--- src/rtl/id_stage_ctrl.sv ---
// rtl/id_stage_ctrl.sv - ID-stage hazard, branch-resolve and IF/ID register control
// Optional perf counters: define ID_CTRL_PERF_CNT_EN to add stall_cnt / flush_cnt outputs.
module id_stage_ctrl #(
    parameter int ad_size = 32
) (
    input  logic               clk,
    input  logic               rst,
    input  logic               if_valid,
    input  logic [31:0]        if_instr,
    input  logic [ad_size-1:0] if_pc,
    input  logic               ex_mem_read,
    input  logic               ex_reg_write,
    input  logic [4:0]         ex_dst,
    input  logic               mem_mem_read,
    input  logic [4:0]         mem_dst,
    input  logic [31:0]        rs_val,
    input  logic [31:0]        rt_val,
    output logic               pc_write,
    output logic               ifid_write,
    output logic               id_bubble,
    output logic               if_flush,
    output logic               br_taken,
    output logic [ad_size-1:0] br_target,
    output logic [31:0]        id_instr,
    output logic [ad_size-1:0] id_pc,
    output logic               id_valid
`ifdef ID_CTRL_PERF_CNT_EN
    ,
    output logic [31:0]        stall_cnt,
    output logic [31:0]        flush_cnt
`endif
);

    localparam logic [5:0] OP_RTYPE = 6'h00;
    localparam logic [5:0] OP_BEQ   = 6'h04;
    localparam logic [5:0] OP_BNE   = 6'h05;
    localparam logic [5:0] OP_SW    = 6'h2B;

    typedef enum logic [1:0] {
        S_RUN   = 2'd0,
        S_STALL = 2'd1,
        S_FLUSH = 2'd2
    } state_t;

    state_t state_q, state_d;

    logic [31:0]        id_instr_q, id_instr_d;
    logic [ad_size-1:0] id_pc_q, id_pc_d;
    logic               id_valid_q, id_valid_d;

    logic [5:0]  op;
    logic [4:0]  rs, rt;
    logic [15:0] imm;
    logic        uses_rt, is_br;
    logic        ex_match, mem_match;
    logic        lu_haz, br_haz, stall;
    logic        cond, taken;
    logic [ad_size-1:0] br_off;

    assign op  = id_instr_q[31:26];
    assign rs  = id_instr_q[25:21];
    assign rt  = id_instr_q[20:16];
    assign imm = id_instr_q[15:0];

    assign uses_rt = (op == OP_RTYPE) || (op == OP_SW) || (op == OP_BEQ) || (op == OP_BNE);
    assign is_br   = (op == OP_BEQ) || (op == OP_BNE);

    // $0 is hard-wired, so a zero destination never matches anything.
    assign ex_match  = (ex_dst  != 5'd0) && ((ex_dst  == rs) || (uses_rt && (ex_dst  == rt)));
    assign mem_match = (mem_dst != 5'd0) && ((mem_dst == rs) || (uses_rt && (mem_dst == rt)));

    assign lu_haz = id_valid_q && ex_mem_read && ex_match;
    assign br_haz = id_valid_q && is_br &&
                    ((ex_reg_write && ex_match) || (mem_mem_read && mem_match));
    assign stall  = lu_haz || br_haz;

    assign cond   = (op == OP_BEQ) ? (rs_val == rt_val) : (rs_val != rt_val);
    assign taken  = id_valid_q && is_br && !stall && cond;
    assign br_off = {{(ad_size-18){imm[15]}}, imm, 2'b00};

    always_comb begin
        pc_write   = 1'b1;
        ifid_write = 1'b1;
        id_bubble  = 1'b0;
        if_flush   = 1'b0;
        br_taken   = 1'b0;
        br_target  = '0;
        id_instr_d = if_instr;
        id_pc_d    = if_pc;
        id_valid_d = if_valid;
        state_d    = S_RUN;

        if (id_valid_q) begin
            br_target = id_pc_q + br_off;
        end

        if (stall) begin
            pc_write   = 1'b0;
            ifid_write = 1'b0;
            id_bubble  = 1'b1;
            id_instr_d = id_instr_q;
            id_pc_d    = id_pc_q;
            id_valid_d = id_valid_q;
        end else if (taken) begin
            if_flush   = 1'b1;
            br_taken   = 1'b1;
            id_instr_d = '0;
            id_pc_d    = '0;
            id_valid_d = 1'b0;
        end

        case (state_q)
            S_RUN, S_STALL: begin
                if (taken) begin
                    state_d = S_FLUSH;
                end else if (stall) begin
                    state_d = S_STALL;
                end else begin
                    state_d = S_RUN;
                end
            end
            default: state_d = S_RUN;
        endcase
    end

    always_ff @(posedge clk) begin
        if (rst) begin
            state_q    <= S_RUN;
            id_instr_q <= '0;
            id_pc_q    <= '0;
            id_valid_q <= 1'b0;
        end else begin
            state_q    <= state_d;
            id_instr_q <= id_instr_d;
            id_pc_q    <= id_pc_d;
            id_valid_q <= id_valid_d;
        end
    end

    assign id_instr = id_instr_q;
    assign id_pc    = id_pc_q;
    assign id_valid = id_valid_q;

    // A flushed slot is always empty, so FLUSH can never see a hazard or branch.
    a_flush_empty: assert property (@(posedge clk) disable iff (rst)
        (state_q == S_FLUSH) |-> !id_valid_q);

`ifdef ID_CTRL_PERF_CNT_EN
    logic [31:0] stall_cnt_q, flush_cnt_q;

    always_ff @(posedge clk) begin
        if (rst) begin
            stall_cnt_q <= '0;
            flush_cnt_q <= '0;
        end else begin
            if (stall && (stall_cnt_q != 32'hFFFF_FFFF)) begin
                stall_cnt_q <= stall_cnt_q + 32'd1;
            end
            if (if_flush && (flush_cnt_q != 32'hFFFF_FFFF)) begin
                flush_cnt_q <= flush_cnt_q + 32'd1;
            end
        end
    end

    assign stall_cnt = stall_cnt_q;
    assign flush_cnt = flush_cnt_q;
`endif

endmodule

--- config.mk ---
export PLATFORM = sky130hd
export DESIGN_NAME = id_stage_ctrl
export DESIGN_NICKNAME = d
export VERILOG_FILES = /design/src/rtl/id_stage_ctrl.sv
export SDC_FILE = /design/constraint.sdc
export NUM_CORES = 1
export LEC_CHECK = 0
export BUFFER_PORTS_ARGS = -buffer_cell sky130_fd_sc_hd__buf_2
export CORE_MARGIN = 2
export CORE_UTILIZATION = 45
export CTS_CLUSTER_SIZE = 28
export DETAILED_ROUTE_END_ITERATION = 16
export GPL_TIMING_DRIVEN = 1
export PLACE_DENSITY_LB_ADDON = 0.3
export SLEW_MARGIN = 10
export SYNTH_ARGS = -nofsm -noshare
export SYNTH_HDL_FRONTEND = slang
export SYNTH_SLANG_ARGS = --single-unit
--- constraint.sdc ---
create_clock -name clk -period 3.3 [get_ports clk]
set_clock_uncertainty 0.05 [all_clocks]
set_input_delay 0.495 -clock clk [delete_from_list [all_inputs] [get_ports clk]]
set_output_delay 0.495 -clock clk [all_outputs]
set_load 0.02 [all_outputs]
==> results of run 1 <==
placed cells by master (no fill, tap or decap), drive strengths merged, types with 2 or more instances in the layout:
| cell type | instances |
|---|---|
| a211oi | 5 |
| a21boi | 2 |
| a21o | 13 |
| a21oi | 91 |
| a221oi | 2 |
| and2 | 4 |
| buf | 269 |
| bufinv | 2 |
| clkbuf | 12 |
| dfxtp | 65 |
| ha | 29 |
| inv | 9 |
| mux2i | 3 |
| nand2 | 80 |
| nand2b | 4 |
| nand3 | 72 |
| nand3b | 2 |
| nand4 | 8 |
| nor2 | 40 |
| nor2b | 3 |
| nor3 | 13 |
| nor3b | 3 |
| nor4 | 12 |
| o211a | 2 |
| o21a | 5 |
| o21ai | 19 |
| o21bai | 3 |
| o31a | 2 |
| o31ai | 2 |
| or3 | 5 |
| or4 | 2 |
| xnor2 | 19 |
| xor2 | 50 |
power by group through the flow:
stage	registers (mW)	logic [mW]	clock network (mW)
2_1_floorplan	0.942	0.327	0
3_3_place_gp	0.890	0.607	0
3_5_place_dp	0.892	0.618	0
4_1_cts	0.876	0.642	0.789
5_1_grt	0.889	0.744	0.822
6_report	0.883	0.684	0.772
logic make-up (layout without fill, tap and decap cells):
logic type	Yosys count	in the layout	share of synthesized area, %
and+or+nand+nor	252	252	26.30
AOI/OAI and AO/OA	151	151	19.76
muxes	3	3	0.6454
adders and majority gates	30	30	8.228
DFF	65	65	27.96
buffers and inverters	42	294	4.114
xor gates and xnor gates	69	69	12.99
state kept, by name (all words and copies together) (netlist names):
signal / count
id_pc: 32
id_valid: 1
id_instr: 32
worst max path at each step:
stage	depth (start not counted)	end	slack, ns
after floorplan	10	br_target[28]	0.01
after global placement	11	br_target[28]	0.06
after detailed placement	11	br_target[28]	-0.02
after CTS	11	br_target[28]	-0.13
after global routing	11	br_target[31]	-0.22
final	10	br_target[31]	-0.09
routing by layer:
metal	vias up	GRT usage, %	part of all wire [%]
li1	2662	-	-
met1	2517	30.85	39
met2	223	47.14	50
met3	35	6.061	7.2
met4	2	13.06	3.1
met5	-	0	0.070
final cells by class:
cell class	count	area (sq um)
Fill cell	925	3530
Multi-Input combinational cell	505	3463
Sequential cell	65	1320
Clock buffer	12	145.1
Tap cell	136	170.2
Timing Repair Buffer	269	1446
Clock inverter	4	76.32
Inverter	9	33.78
worst reg2reg max path, cell delays in order (launching register included):
cell	delay, ns
dfxtp_1	0.36
inv_1	0.08
or3_1	0.37
a21oi_1	0.24
nand4_1	0.12
a211o_1	0.29
o31a_2	0.13
inv_2	0.27
buf_4	0.51
nand2_1	0.12
a21oi_1	0.16
timing repair:
item                       4_1_cts  5_1_grt
resized for setup               25       55
setup endpoints to repair       16       17
pin swaps                       12       22
gates cloned                     0        0
hold buffers                     0        0
buffers inserted                 8        6
==> impl_metrics.yaml, run 1 <==
power:
  p_seq_share_pct: 37.7
  p_sw_mw: 0.7542
  irDropWorstVdd_uv: 216.5
  power.density_mw_per_mm2: 351.4
  pwr-share-clk_pct: 33.0
  p_total_mw: 2.339
  p_int_mw: 1.584
  p_leak_nw: 3.234
  p_sw_share_pct: 32.25
  comb_power_share_pct: 29.2
critical_path:
  slowest_stage: "nor4_4"
  path_buf_inv: 1
  slowest_delay_ns: 0.41
  crit_type: "flop to output port"
  crit_family: "simple AND/OR/NAND/NOR gates"
  reg2reg_from: "id_instr[26]$_SDFFE_PP0N_"
  rrSetupSlack_ns: 0.51
  r2r_end: "id_instr[8]$_SDFFE_PP0N_"
  crit_chain: "ha_4 -> and4_4 -> nor2b_4 -> o311ai_4 -> a21oi_2 -> nor4_4 -> nor3_2 -> or3_1 -> a21oi_2 -> buf_4"
  cp.arrival_ns: 2.85
  worstPathRequired_ns: 2.75
  ff2ff_path_depth: 10
  startpoint_type: "flop"
  end_kind: "output port"
  cp_max_fo: 5
  crit_path_frequent_cell: "a21oi_2"
  crit_start: "id_instr[9]$_SDFFE_PP0N_"
sta:
  rsz0062_at_grt: "true"
  timing.final.crit_share_pct: 102.7
  worst_slew_pin_slew_ns: 1.212
  fmax_mhz: 295.0
  finalSetupViolCount: 8
  setup_slack_ns: -0.09012
  setup_tns_ns: -0.4941
  layout_min_cycle_time_ns: 3.390
  relSlewSlack_pct: 19.23
  slew_violations: 0
  holdWs_ns: 0.3394
  finalHoldViolCount: 0
placement:
  io_buffers: 245
  placed_cells: 970
  hpwl_microns: 11730
  place_congestion: 0.9179
  dpl-instance-area_sq_mm: 0.005983
  post-place-ws_ns: -0.02319
die:
  core_sq_mm: 0.01018
  die_y_microns: 105.7
  start_util_pct: 45.69
  rows: 37
  ios: 246
  die_x_microns: 105.7
  die-area_sq_mm: 0.01117
cts:
  cts.sinks: 65
  cts_inserted_buffers: 9
  cts_tree: "yes"
  clockBufferDepth: 2
  cts_root_buf: "clkbuf_8"
  h-tree-depth: 3
  clock_latency_ns: 0.35
  clk_pin_slew_ns: 0.08
logic_synthesis:
  yosysTopAreaCell: "dfxtp_1"
  ys.flop_type: "dfxtp_1"
  synthCells: 612
  synth_common_cells: "a21oi_1, nand2_1, nand3_1, dfxtp_1, xor2_1"
  synthTopCellsByArea: "dfxtp_1, a21oi_1, xor2_1, ha_1, nand3_1"
  ys_seq_area_share_pct: 27.96
  ys_seq_elements: 65
  synth_most_common_cell: "a21oi_1"
  synth_edf_count: 0
  synthDominantCellAreaShare_pct: 27.96
  synth_warnings: 0
  synth_area_sq_mm: 0.004653
  syn_avg_cell_area_sq_um: 7.603
  synth.distinct_cells: 54
  async_flop_share_pct: 0
  synth_nets: 786
route:
  drc_errors: 0
  firstDrtPassIters: 6
  avgRoutedWirePerCell_microns: 15.80
  via_per_inst: 5.439
  first_iter_violations: 330
  drt_wl_total_microns: 15800
  postRouteAntennaNets: 0
  vias: 5439
final_layout:
  fin_nets: 1033
  utilization_pct: 65.34
  fin_cells: 1000
  syn_to_final_growth_pct: 43.02
  antenna_cells: 0
  design_area_sq_mm: 0.006655
  layout-drive-gt1-share_pct: 40.74
grt:
  grt_usage_pct: 26.93
  antenna_found_initial: 1
  grt_max_degree: 66
  grt_pass1_wl_microns: 24360
  gr-total-overflow: 0
  grt_pass1_vias: 5259
run_status:
  violations: "setup timing"
  status: "finished, violations left"
hold_path:
  hp-class: "input pin to flop"
  min_from: "if_valid"
  hold_path_depth: 3
  min_to: "id_valid$_SDFFE_PP0N_"
run:
  drv_cap: 0
Note: power is estimated with default switching activity, not from simulation.
==> run 2: changes to the inputs <==
Settings changed: ABC_AREA from default to 1.
==> impl_metrics.yaml, run 2 <==
run_status:
  status: "finished, final reports clean"
critical_path:
  reg2reg_from: "id_instr[26]$_SDFFE_PP0N_"
  path_depth: 9
  worstPathRequired_ns: 2.75
  crit_path_frequent_cell: "a21oi_1"
  end_kind: "output port"
  slowest_delay_ns: 0.41
  ff2ff_path_depth: 10
  r2r_end: "id_valid$_SDFFE_PP0N_"
  crit_start: "id_instr[6]$_SDFFE_PP0N_"
  crit_type: "flop to output port"
  rrSetupSlack_ns: 0.95
  crit_family: "compound AO/OA/AOI/OAI gates"
  startpoint_type: "flop"
  cp_max_fo: 5
  crit_chain: "ha_1 -> a21oi_1 -> o21ai_0 -> a21oi_1 -> o21ai_0 -> a21oi_1 -> inv_1 -> a21oi_1 -> buf_2"
  cp.arrival_ns: 2.58
  path_buf_inv: 2
  slowest_stage: "ha_1"
final_layout:
  utilization_pct: 58.74
  fin_nets: 1428
  final_cell_mix: "nand2_1, buf_2, nor2_1"
  layout_commonest_cell: "nand2_1"
  layout-drive-gt1-share_pct: 21.94
  syn_to_final_growth_pct: 29.15
grt:
  grt_pass1_wl_microns: 28170
  grt_usage_pct: 26.18
  grt_pass1_vias: 6014
  grt_max_degree: 75
  antenna_found_initial: 2
  gr-total-overflow: 0
die:
  core_sq_mm: 0.01247
  die_x_microns: 116.2
  rows: 41
  die_y_microns: 116.2
  ios: 246
  start_util_pct: 45.48
  die-area_sq_mm: 0.01351
hold_path:
  min_from: "rst"
  hold_path_depth: 2
  min_to: "id_valid$_SDFFE_PP0N_"
  hp-class: "input pin to flop"
route:
  drc_errors: 0
  avgRoutedWirePerCell_microns: 12.38
  via_per_inst: 4.779
  drt_wl_total_microns: 17730
  firstDrtPassIters: 5
  first_iter_violations: 424
  postRouteAntennaNets: 0
  vias: 6843
sta:
  setup_slack_ns: 0.1741
  timing.final.crit_share_pct: 94.72
  fmax_mhz: 319.9
  finalHoldViolCount: 0
  relSlewSlack_pct: 54.90
  layout_min_cycle_time_ns: 3.126
  slew_violations: 0
  finalSetupViolCount: 0
  worst_slew_pin_slew_ns: 0.6765
  rsz0062_at_grt: "true"
cts:
  clk_pin_slew_ns: 0.06
  h-tree-depth: 3
  cts_root_buf: "clkbuf_16"
  post_cts_buffers: 0
  cts.sinks: 65
  clockBufferDepth: 2
  clock_latency_ns: 0.33
  cts_inserted_buffers: 9
  cts_tree: "yes"
logic_synthesis:
  synthDominantCellAreaShare_pct: 26.09
  synth_area_sq_mm: 0.005669
  ys_seq_area_share_pct: 22.95
  synth_warnings: 0
  yosysTopAreaCell: "nand2_1"
  synth_nets: 1196
  async_flop_share_pct: 0
  ys_seq_elements: 65
  synth_most_common_cell: "nand2_1"
  syn_avg_cell_area_sq_um: 5.547
  synth_edf_count: 0
  synth_common_cells: "nand2_1, nor2_1, inv_1, dfxtp_1, a21oi_1"
  synthTopCellsByArea: "nand2_1, dfxtp_1, nor2_1, inv_1, ha_1"
  synthCells: 1022
  ys.flop_type: "dfxtp_1"
  synth.distinct_cells: 29
placement:
  io_buffers: 245
  place_congestion: 0.8921
  post-place-ws_ns: 0.3813
  hpwl_microns: 14520
power:
  irDropWorstVdd_uv: 193.6
  power.density_mw_per_mm2: 346.2
  p_leak_nw: 4.582
run:
  drv_cap: 0
## run 2: metal layers
metal / GRT usage, % / up-vias / part of all wire [%]
li1: - / 3611 / -
met1: 35.27 / 2962 / 46
met2: 41.94 / 235 / 44
met3: 5.138 / 35 / 6.6
met4: 9.048 / 0 / 2.6
met5: 0 / - / 0
## run 2: worst register-to-register path, cell delays in order, from the launching register on
cell and delay [ns]:
dfxtp_1 0.45, nor2_1 0.08, nand3_1 0.08, nand3_1 0.11, nand2_1 0.08, nand2_1 0.06, nand3_1 0.07, nand2_1 0.09
a21oi_4 0.28, buf_4 0.61, a21oi_1 0.23
## run 2: power breakdown
group / internal (mW) / switching [mW]
Combinational: 0.275 / 0.430
Sequential: 0.832 / 0.0516
Clock: 0.584 / 0.362
Total: 1.69 / 0.844
## run 2: worst max path at each step
stage | slack [ns] | end
4_1_cts | 0.01 | br_target[20]
2_1_floorplan | 0.51 | br_target[27]
6_report | 0.17 | br_target[21]
5_1_grt | -0.003 | br_target[21]
3_3_place_gp | 0.44 | br_target[19]
3_5_place_dp | 0.38 | br_target[20]
## run 2: cells by family after synthesis
logic type / count (synthesis) / share of synthesized area, %
simple gates: 655 / 44.80
buf+inv: 134 / 10.02
fa+ha+maj: 30 / 6.754
compound gates: 101 / 9.755
xor+xnor: 37 / 5.716
flops: 65 / 22.95
## run 2: through the flow
step / power (mW) / std cells / cell area (sq um) / hold WS [ns] / TNS, ns
finish: 2.535 / 1432 / 7322 / 0.3261 / 0
detailed placement: 1.600 / 1415 / 7010 / 0.4491 / 0
floorplan: 1.334 / 1022 / 5669 / 0.5141 / 0
global route: 2.679 / 1431 / 7320 / 0.3220 / -0.002564
CTS: 2.545 / 1430 / 7306 / 0.3155 / 0
global placement: 1.594 / 1415 / 7010 / 0.4384 / 0
## run 2: timing repair
action,4_1_cts,5_1_grt
resized for setup,0,8
hold buffers,0,0
endpoints found under the setup margin,0,16
hold endpoints to repair,0,0
## run 2: area by class of cell
type	instances	area, sq um
Antenna cell	2	5.005
Clock buffer	9	225.2
Clock inverter	6	70.07
Fill cell	1383	5144
Inverter	102	382.9
Multi-Input combinational cell	823	3822
Sequential cell	65	1303
Tap cell	172	215.2
Timing Repair Buffer	253	1299
